==> src/rtl/vector_merge_pipeline.sv <==
// Multi-beat vector merge/move unit: streams a register group as DATA_WIDTH-bit beats,
// applying vstart, vl, the v0 mask and the tail policy element by element.
module vector_merge_pipeline #(
    parameter int DATA_WIDTH = 64,
    parameter int MAX_BEATS  = 8,
    parameter int MASK_WIDTH = DATA_WIDTH*MAX_BEATS/8
) (
    input  logic                          clock,
    input  logic                          reset,
    input  logic                          cmd_valid,
    output logic                          cmd_ready,
    input  logic [1:0]                    cmd_sew,
    input  logic [1:0]                    cmd_mode,
    input  logic                          cmd_tail_agnostic,
    input  logic [$clog2(MASK_WIDTH):0]   cmd_vl,
    input  logic [$clog2(MASK_WIDTH)-1:0] cmd_vstart,
    input  logic [$clog2(MAX_BEATS):0]    cmd_num_beats,
    input  logic [63:0]                   cmd_scalar,
    input  logic [MASK_WIDTH-1:0]         cmd_v0,
    input  logic                          op_valid,
    output logic                          op_ready,
    input  logic [DATA_WIDTH-1:0]         vs2,
    input  logic [DATA_WIDTH-1:0]         vs1,
    input  logic [DATA_WIDTH-1:0]         old_vd,
    output logic                          vd_valid,
    input  logic                          vd_ready,
    output logic [DATA_WIDTH-1:0]         vd,
    output logic                          done
);
    localparam int VLW   = $clog2(MASK_WIDTH) + 1;
    localparam int VSW   = $clog2(MASK_WIDTH);
    localparam int NBW   = $clog2(MAX_BEATS) + 1;
    localparam int BYTES = DATA_WIDTH / 8;

    localparam logic [1:0] M_VVM = 2'd0, M_VXM = 2'd1, M_VMV_V = 2'd2, M_VMV_X = 2'd3;

    typedef enum logic [1:0] {S_IDLE, S_RUN, S_WAIT, S_FINISH} state_t;

    state_t                r_state, w_next;
    logic [1:0]            r_sew, r_mode;
    logic                  r_ta;
    logic [VLW-1:0]        r_vl;
    logic [VSW-1:0]        r_vstart;
    logic [NBW-1:0]        r_nb, r_beat;
    logic [7:0][7:0]       r_scalar;
    logic [MASK_WIDTH-1:0] r_v0;
    logic [DATA_WIDTH-1:0] r_vd;
    logic                  r_vd_valid, r_done;
    logic                  w_op_ready, w_op_acc, w_cmd_acc;
    logic [BYTES-1:0][7:0] w_res;

    assign cmd_ready  = (r_state == S_IDLE);
    assign w_cmd_acc  = cmd_ready && cmd_valid;
    assign w_op_ready = (r_state == S_RUN) && (!r_vd_valid || vd_ready);
    assign w_op_acc   = op_valid && w_op_ready;
    assign op_ready   = w_op_ready;
    assign vd_valid   = r_vd_valid;
    assign vd         = r_vd;
    assign done       = r_done;

    always_ff @(posedge clock or posedge reset) begin
        if (reset) r_state <= S_IDLE;
        else       r_state <= w_next;
    end

    always_comb begin
        w_next = r_state;
        case (r_state)
            S_IDLE: begin
                // Empty body: skip straight to completion without touching the operand stream
                if (cmd_valid)
                    w_next = (cmd_vl == '0 || {1'b0, cmd_vstart} >= cmd_vl) ? S_FINISH : S_RUN;
            end
            S_RUN:    if (w_op_acc && r_beat == r_nb - NBW'(1)) w_next = S_WAIT;
            S_WAIT:   if (r_vd_valid && vd_ready) w_next = S_FINISH;
            S_FINISH: w_next = S_IDLE;
            default:  w_next = S_IDLE;
        endcase
    end

    always_ff @(posedge clock or posedge reset) begin
        if (reset) begin
            r_sew      <= '0;
            r_mode     <= '0;
            r_ta       <= 1'b0;
            r_vl       <= '0;
            r_vstart   <= '0;
            r_nb       <= '0;
            r_scalar   <= '0;
            r_v0       <= '0;
            r_beat     <= '0;
            r_vd       <= '0;
            r_vd_valid <= 1'b0;
            r_done     <= 1'b0;
        end else begin
            r_done <= (w_next == S_FINISH);
            if (w_cmd_acc) begin
                r_sew    <= cmd_sew;
                r_mode   <= cmd_mode;
                r_ta     <= cmd_tail_agnostic;
                r_vl     <= cmd_vl;
                r_vstart <= cmd_vstart;
                r_nb     <= cmd_num_beats;
                r_scalar <= cmd_scalar;
                r_v0     <= cmd_v0;
                r_beat   <= '0;
            end else if (w_op_acc) begin
                r_beat <= r_beat + NBW'(1);
            end
            if (w_op_acc) begin
                r_vd       <= w_res;
                r_vd_valid <= 1'b1;
            end else if (vd_ready) begin
                r_vd_valid <= 1'b0;
            end
        end
    end

    // Each byte resolves its element index from its absolute byte position in the group
    for (genvar j = 0; j < BYTES; j++) begin : g_byte
        localparam logic [2:0] JL = 3'(j % 8);
        logic [VLW-1:0] w_bidx, w_idx;
        logic [2:0]     w_sb;
        logic           w_m;
        logic [7:0]     w_b;

        always_comb begin
            w_bidx = VLW'(r_beat) * VLW'(BYTES) + VLW'(j);
            w_idx  = w_bidx >> r_sew;
            w_m    = r_v0[w_idx[VSW-1:0]];
            case (r_sew)
                2'd0:    w_sb = 3'd0;
                2'd1:    w_sb = JL & 3'b001;
                2'd2:    w_sb = JL & 3'b011;
                default: w_sb = JL;
            endcase
            if (w_idx < {1'b0, r_vstart}) begin
                w_b = old_vd[j*8 +: 8];
            end else if (w_idx < r_vl) begin
                case (r_mode)
                    M_VVM:   w_b = w_m ? vs1[j*8 +: 8] : vs2[j*8 +: 8];
                    M_VXM:   w_b = w_m ? r_scalar[w_sb] : vs2[j*8 +: 8];
                    M_VMV_V: w_b = vs1[j*8 +: 8];
                    default: w_b = r_scalar[w_sb];
                endcase
            end else begin
                w_b = r_ta ? 8'hFF : old_vd[j*8 +: 8];
            end
        end

        assign w_res[j] = w_b;
    end
endmodule
==> config.mk <==
export PLATFORM = sky130hd
export DESIGN_NAME = vector_merge_pipeline
export DESIGN_NICKNAME = d
export VERILOG_FILES = /design/src/rtl/vector_merge_pipeline.sv
export SDC_FILE = /design/constraint.sdc
export NUM_CORES = 1
export LEC_CHECK = 0
export ABC_CLOCK_PERIOD_IN_PS = 7850
export CORE_UTILIZATION = 47
export DETAILED_ROUTE_END_ITERATION = 10
export PLACE_DENSITY = 0.79
export SLEW_MARGIN = 20
export SYNTH_ARGS = -nofsm -noshare
export SYNTH_HDL_FRONTEND = slang
export SYNTH_SLANG_ARGS = --single-unit
export TNS_END_PERCENT = 50
==> constraint.sdc <==
create_clock -name clock -period 7.85 [get_ports clock]
set_input_delay 1.57 -clock clock [delete_from_list [all_inputs] [get_ports clock]]
set_output_delay 1.57 -clock clock [all_outputs]
set_load 0.01 [all_outputs]
==> flow_metrics.tcl, run 1 <==
set metrics [dict create \
    synth_top_area_share 0.305 \
    cts_resized 0 \
    yosysSeqAreaShare 0.305 \
    grt_pass1_vias 19300 \
    drv_slew 0 \
    p_leak_nw 9.29 \
    outcome "complete, no violations" \
    synth.most_common_cell "dfrtp_1" \
    core-area_um2 37900 \
    yosysTopAreaCell "dfrtp_1" \
    syn_to_final_growth_pct 27.8 \
    netlist_area_um2 18200 \
    synth_edf_count 0 \
    relSlewSlack 0.247 \
    startpoint "r_sew[0]" \
    ir_worst_vdd_mv 0.290 \
    clk_pin_slew_worst_paths_ns 0.06 \
    drt_iter0_drc 2673 \
    gp_congestion 1.08 \
    final_area_um2 23300 \
    fp.dieH_um 199 \
    wl_um 84300 \
    hpwl_um 60600 \
    fin_tns_setup_ns 0 \
    grt_max_degree 173 \
    drc 0 \
    ys_seq_elements 222 \
    syn_nets 2520 \
    fin_skew_ns 0.0113 \
    powerDensity_nw_per_um2 510 \
    cts.sinks 222 \
    finalPower_mw 11.9 \
    track_usage 0.417 \
    grt.overflow.total 0 \
    hold_viol_final 0 \
    max_freq_mhz 186 \
    dp_cells 2887 \
    routedWlPerCell_um 28.7 \
    rsz0062_at_grt "no" \
    cts_root_buffer "clkbuf_16" \
    yosys_warnings 0 \
    post_cts_buffers 0 \
    p_sw_frac 0.521 \
    setup_violations 0 \
    die_area_um2 39600 \
    hp-class "reg -> reg" \
    io_pins 415 \
    cts_buffers 26 \
    grt_antenna_before_repair 9 \
    power_frac_seq 0.237 \
    num_vias 20100 \
    clkLatencyLatePin_ns 0.58 \
    async_flop_share 1.00 \
    p_switching_mw 6.20 \
    post-route-period-util 0.684 \
    path_max_fanout 109 \
    final_cells 2942 \
    place_ws_ns 2.65 \
    holdPathStages 1 \
    worstReg2RegStart "r_sew[0]" \
    vias_per_cell 6.82 \
    crit_type "reg -> reg" \
    synth_ff_type "dfrtp_1" \
    syn_inst 2146 \
    min_period_ns 5.37 \
    synth_area_per_cell_um2 8.49 \
    rows 71 \
    cap_violations 0 \
    synth.area.top_cells "dfrtp_1, mux2_2, mux2i_1" \
    drive_above_1_share 0.117 \
    grt_pass1_wl_um 123000 \
    worstMarginPinSlew_ns 1.10 \
    nets 2778 \
    power.clock.fraction 0.109 \
    synth_cell_type_count 98 \
    port_buffers 414 \
    cp-end-kind "flop" \
    drtAntennaViolNets 0 \
    r2r_cells 12 \
    arrival_ns 5.84 \
    placed_area_um2 22400 \
    postCtsHoldBufs 0 \
    cts_max_path_buffers 3 \
    cts_tree "built" \
    comb_power_share 0.653 \
    die_w_um 199 \
    cp-start-kind "flop" \
    fin_ws_ns 2.48 \
    cts_max_level 1 \
    p_int_mw 5.70 \
    netlist_top_cells_count "dfrtp_1, nand2_1, nor2_1, a21oi_1, mux2_2" \
    first_pass_iters 8 \
    worstPathRequired_ns 8.32 \
    start_util 0.480 \
    min_from "r_scalar[48]" \
]
power by group through the flow:
| stage | Clock (mW) | Combinational (mW) | Sequential (mW) |
|---|---|---|---|
| 2_1_floorplan | 0 | 5.53 | 2.14 |
| 3_3_place_gp | 0 | 7.38 | 2.76 |
| 3_5_place_dp | 0 | 7.49 | 2.76 |
| 4_1_cts | 1.30 | 7.52 | 2.75 |
| 5_1_grt | 1.35 | 8.20 | 2.86 |
| 6_report | 1.30 | 7.77 | 2.82 |
sequential cells by signal, indices dropped and copies added (netlist names):
name / count
done: 1
r_beat: 4
r_mode: 2
r_nb: 4
r_scalar: 64
r_sew: 2
r_state: 2
r_ta: 1
r_v0: 64
r_vl: 7
r_vstart: 6
vd: 64
vd_valid: 1
logic make-up after synthesis:
| kind of cell | synth area share |
|---|---|
| AOI/OAI and AO/OA | 0.292 |
| xor gates and xnor gates | 0.00433 |
| adders and majority gates | 0.0185 |
| buffers and inverters | 0.0678 |
| DFF | 0.305 |
| muxes | 0.156 |
| and+or+nand+nor | 0.156 |
worst max-delay path, cell delays in order, from the launching register on:
cell and delay, ns:
dfrtp_4 0.73, buf_12 0.31, nand2_1 0.10, a21o_1 0.48, clkinv_1 0.70, ha_1 0.55
o2111ai_1 0.33, o21a_1 0.32, nor3b_1 0.55, inv_1 0.13, or4b_1 0.69, nand2b_1 0.21
o211a_1 0.12
stage by stage:
stage	hold slack [ns]	util
finish	0.509	0.614
global route	0.523	0.614
CTS	0.510	0.614
detailed placement	0.496	0.590
global placement	0.483	0.590
floorplan	0.475	-
layout make-up:
type | instances | area [um2]
diodes | 9 | 22.5
repair buffers | 450 | 4440
clock buffers | 35 | 744
clock inverters | 11 | 161
multi-input cells | 1634 | 11400
fillers | 3321 | 14600
inverters | 70 | 270
well taps | 511 | 639
flip-flops and latches | 222 | 5570
layer usage:
metal | GRT usage | up-vias | routed length, um
li1 | - | 8619 | -
met1 | 0.503 | 9614 | 30900
met2 | 0.668 | 1430 | 39000
met3 | 0.107 | 388 | 8510
met4 | 0.253 | 6 | 5860
met5 | 0 | - | 43
worst paths after layout:
check,slack (ns),to
min in group asynchronous,1.45,vd[4]
worst max register to register,2.48,vd[59]
max in group asynchronous,4.90,r_sew[0]
worst max-delay path,2.48,vd[59]
worst min-delay path,0.51,r_scalar[48]
worst min register to register,0.51,r_scalar[48]
placed cells by master (no fill, tap or decap), types with 13 or more instances in the layout:
master and count:
a21oi_1 155, nand2_1 168, o221ai_1 19, clkbuf_16 26, clkdlybuf4s50_1 414, a211oi_1 29
dfrtp_1 217, a211o_1 16, a221oi_1 33, nor3_1 32, o31ai_1 16, a21o_1 29
mux2i_1 100, a31oi_1 13, a22oi_1 27, inv_1 64, o211ai_1 26, nor2_1 164
o22ai_1 63, mux2_2 147, o21a_1 17, ha_1 27, buf_4 34, nand3b_1 19
nand2b_1 27, and3_1 20, and2_1 14, nand3_1 49, nor2b_1 16, o21ai_0 145
Note: power is estimated with default switching activity, not from simulation.
==> run 2: changes to the inputs <==
Settings changed: ABC_CLOCK_PERIOD_IN_PS 7850 to 4600.
Clock period 7.85 ns to 4.6 ns, I/O delays scaled along.
==> run 2 against run 1 <==
  * Largest cell class unchanged
  * The run now ends with design-rule violations left
  * Clock skew is 0.012 ns higher
  * Design area is 3.5% higher
  * Cell count is 3.2% higher
==> flow_metrics.tcl, run 2 (synthesis results as in run 1) <==
set metrics [dict create \
    outcome "complete, but fails checks" \
    violations "design-rule violations" \
    cts_buffers 26 \
    dp_cells 2980 \
    grt_pass1_vias 20600 \
    cp-start-kind "flop" \
    die_area_um2 39600 \
    crit_family "simple AND/OR/NAND/NOR gates" \
    grt_max_degree 183 \
    track_usage 0.456 \
    grt_pass1_wl_um 133000 \
    grt_antenna_before_repair 9 \
    p_int_mw 10.4 \
    rows 71 \
    die_w_um 199 \
    worstPathRequired_ns 5.07 \
    cts_max_level 1 \
    cp-end-kind "flop" \
    holdPathStages 2 \
    placed_area_um2 23200 \
    path_buf_inv 2 \
    p_sw_frac 0.519 \
    power.clock.fraction 0.101 \
    worst_path_max_delay_cell "o21ai_0" \
    crit_path_max_incr_delay_ns 0.83 \
    cts.sinks 222 \
    postCtsHoldBufs 0 \
    drv_slew 0 \
    hpwl_um 67100 \
    drc 1 \
    worst-r2r-setup-slack_ns 0.10 \
    arrival_ns 4.97 \
    gp_congestion 1.08 \
    power_frac_seq 0.230 \
    drive_above_1_share 0.150 \
    final_cells 3035 \
    clkLatencyLatePin_ns 0.59 \
    path_max_fanout 40 \
    core-area_um2 37900 \
    start_util 0.480 \
    worstHoldEndpoint "vd[11]" \
    clk_pin_slew_worst_paths_ns 0.06 \
    powerDensity_nw_per_um2 899 \
    worstReg2RegStart "r_sew[0]" \
    port_buffers 414 \
    layout_commonest_cell "clkdlybuf4s50_1" \
    min_from "vd[11]" \
    crit_type "reg -> reg" \
    vias_per_cell 6.91 \
    ir_worst_vdd_mv 0.485 \
    r2r_cells 10 \
    final_cell_mix "clkdlybuf4s50_1, dfrtp_1, nand2_1" \
    syn_to_final_growth_pct 32.2 \
    cts_tree "built" \
    wl_um 91800 \
    cts_max_path_buffers 3 \
    worstMarginPinSlew_ns 1.04 \
    first_pass_iters 11 \
    nets 2871 \
    relSlewSlack 0.307 \
    hp-class "reg -> reg" \
    hold_viol_final 0 \
    rsz0062_at_grt "no" \
    fp.dieH_um 199 \
    setup_violations 0 \
    max_freq_mhz 222 \
    post_cts_buffers 0 \
    drt_iter0_drc 2503 \
    fin_skew_ns 0.0229 \
    cts_root_buffer "clkbuf_16" \
    cts_resized 0 \
    cap_violations 0 \
    num_vias 21000 \
    grt.overflow.total 0 \
    comb_power_share 0.669 \
    reg2reg_to "vd[59]" \
    min_period_ns 4.50 \
    crit_chain "buf_12, and4b_1, nor2_1, o32ai_1, o21ai_0, buf_4, a2111o_1, or4b_1, nand2b_1, o211a_1" \
    final_area_um2 24100 \
    p_leak_nw 9.78 \
    fin_util 0.635 \
    routedWlPerCell_um 30.2 \
    p_switching_mw 11.2 \
    io_pins 415 \
    post-route-period-util 0.978 \
    fin_tns_setup_ns 0 \
    drtAntennaViolNets 0 \
]
-- run 2: cell count changes in the layout (fill, tap and decap cells not counted), sizes merged, moves of 2 or more --
cell / delta
buf: +93
clkinv: +3
diode: -2
inv: -2
-- run 2: cell type report --
class,instances,area [um2]
clock buffers,36,748
diodes,7,17.5
fillers,3177,13800
well taps,511,639
flip-flops and latches,222,5570
multi-input cells,1634,11400
repair buffers,543,5280
clock inverters,12,145
inverters,70,267
-- run 2: worst max path at each step --
stage | startpoint | end | slack, ns | cells past startpoint
final | r_sew[0] | vd[59] | 0.10 | 10
after global routing | r_sew[0] | vd[59] | 0.13 | 10
after CTS | r_sew[0] | vd[59] | 0.42 | 15
after detailed placement | r_sew[0] | vd[60] | 0.46 | 15
after global placement | r_sew[0] | vd[59] | 0.52 | 10
after floorplan | r_sew[1] | vd[57] | 0.43 | 17
-- run 2: worst register-to-register path: stages (launching register included) --
cell and delay [ns]:
dfrtp_4 0.66, buf_12 0.26, and4b_1 0.24, nor2_1 0.78, o32ai_1 0.33, o21ai_0 0.83, buf_4 0.23, a2111o_1 0.14
or4b_1 0.60, nand2b_1 0.21, o211a_1 0.11
-- run 2: through the flow --
step	setup slack [ns]	hold slack, ns	power [mW]
5_1_grt	0.130	0.525	22.5
6_report	0.103	0.509	21.7
2_1_floorplan	0.432	0.475	13.1
4_1_cts	0.425	0.511	21.0
3_3_place_gp	0.522	0.485	18.5
3_5_place_dp	0.458	0.495	18.7
-- run 2: power by group through the flow --
stage	sequential, mW	clock (mW)	combinational [mW]
2_1_floorplan	3.65	0	9.44
3_3_place_gp	4.80	0	13.7
3_5_place_dp	4.80	0	13.9
4_1_cts	4.81	2.19	14.0
5_1_grt	4.98	2.27	15.2
6_report	4.98	2.19	14.5
-- run 2: layer usage --
metal	global-route usage	vias up	part of all wire
met4	0.366	6	0.098
li1	-	8800	-
met3	0.104	497	0.10
met2	0.722	1689	0.45
met5	0	-	0.00041
met1	0.530	9986	0.35
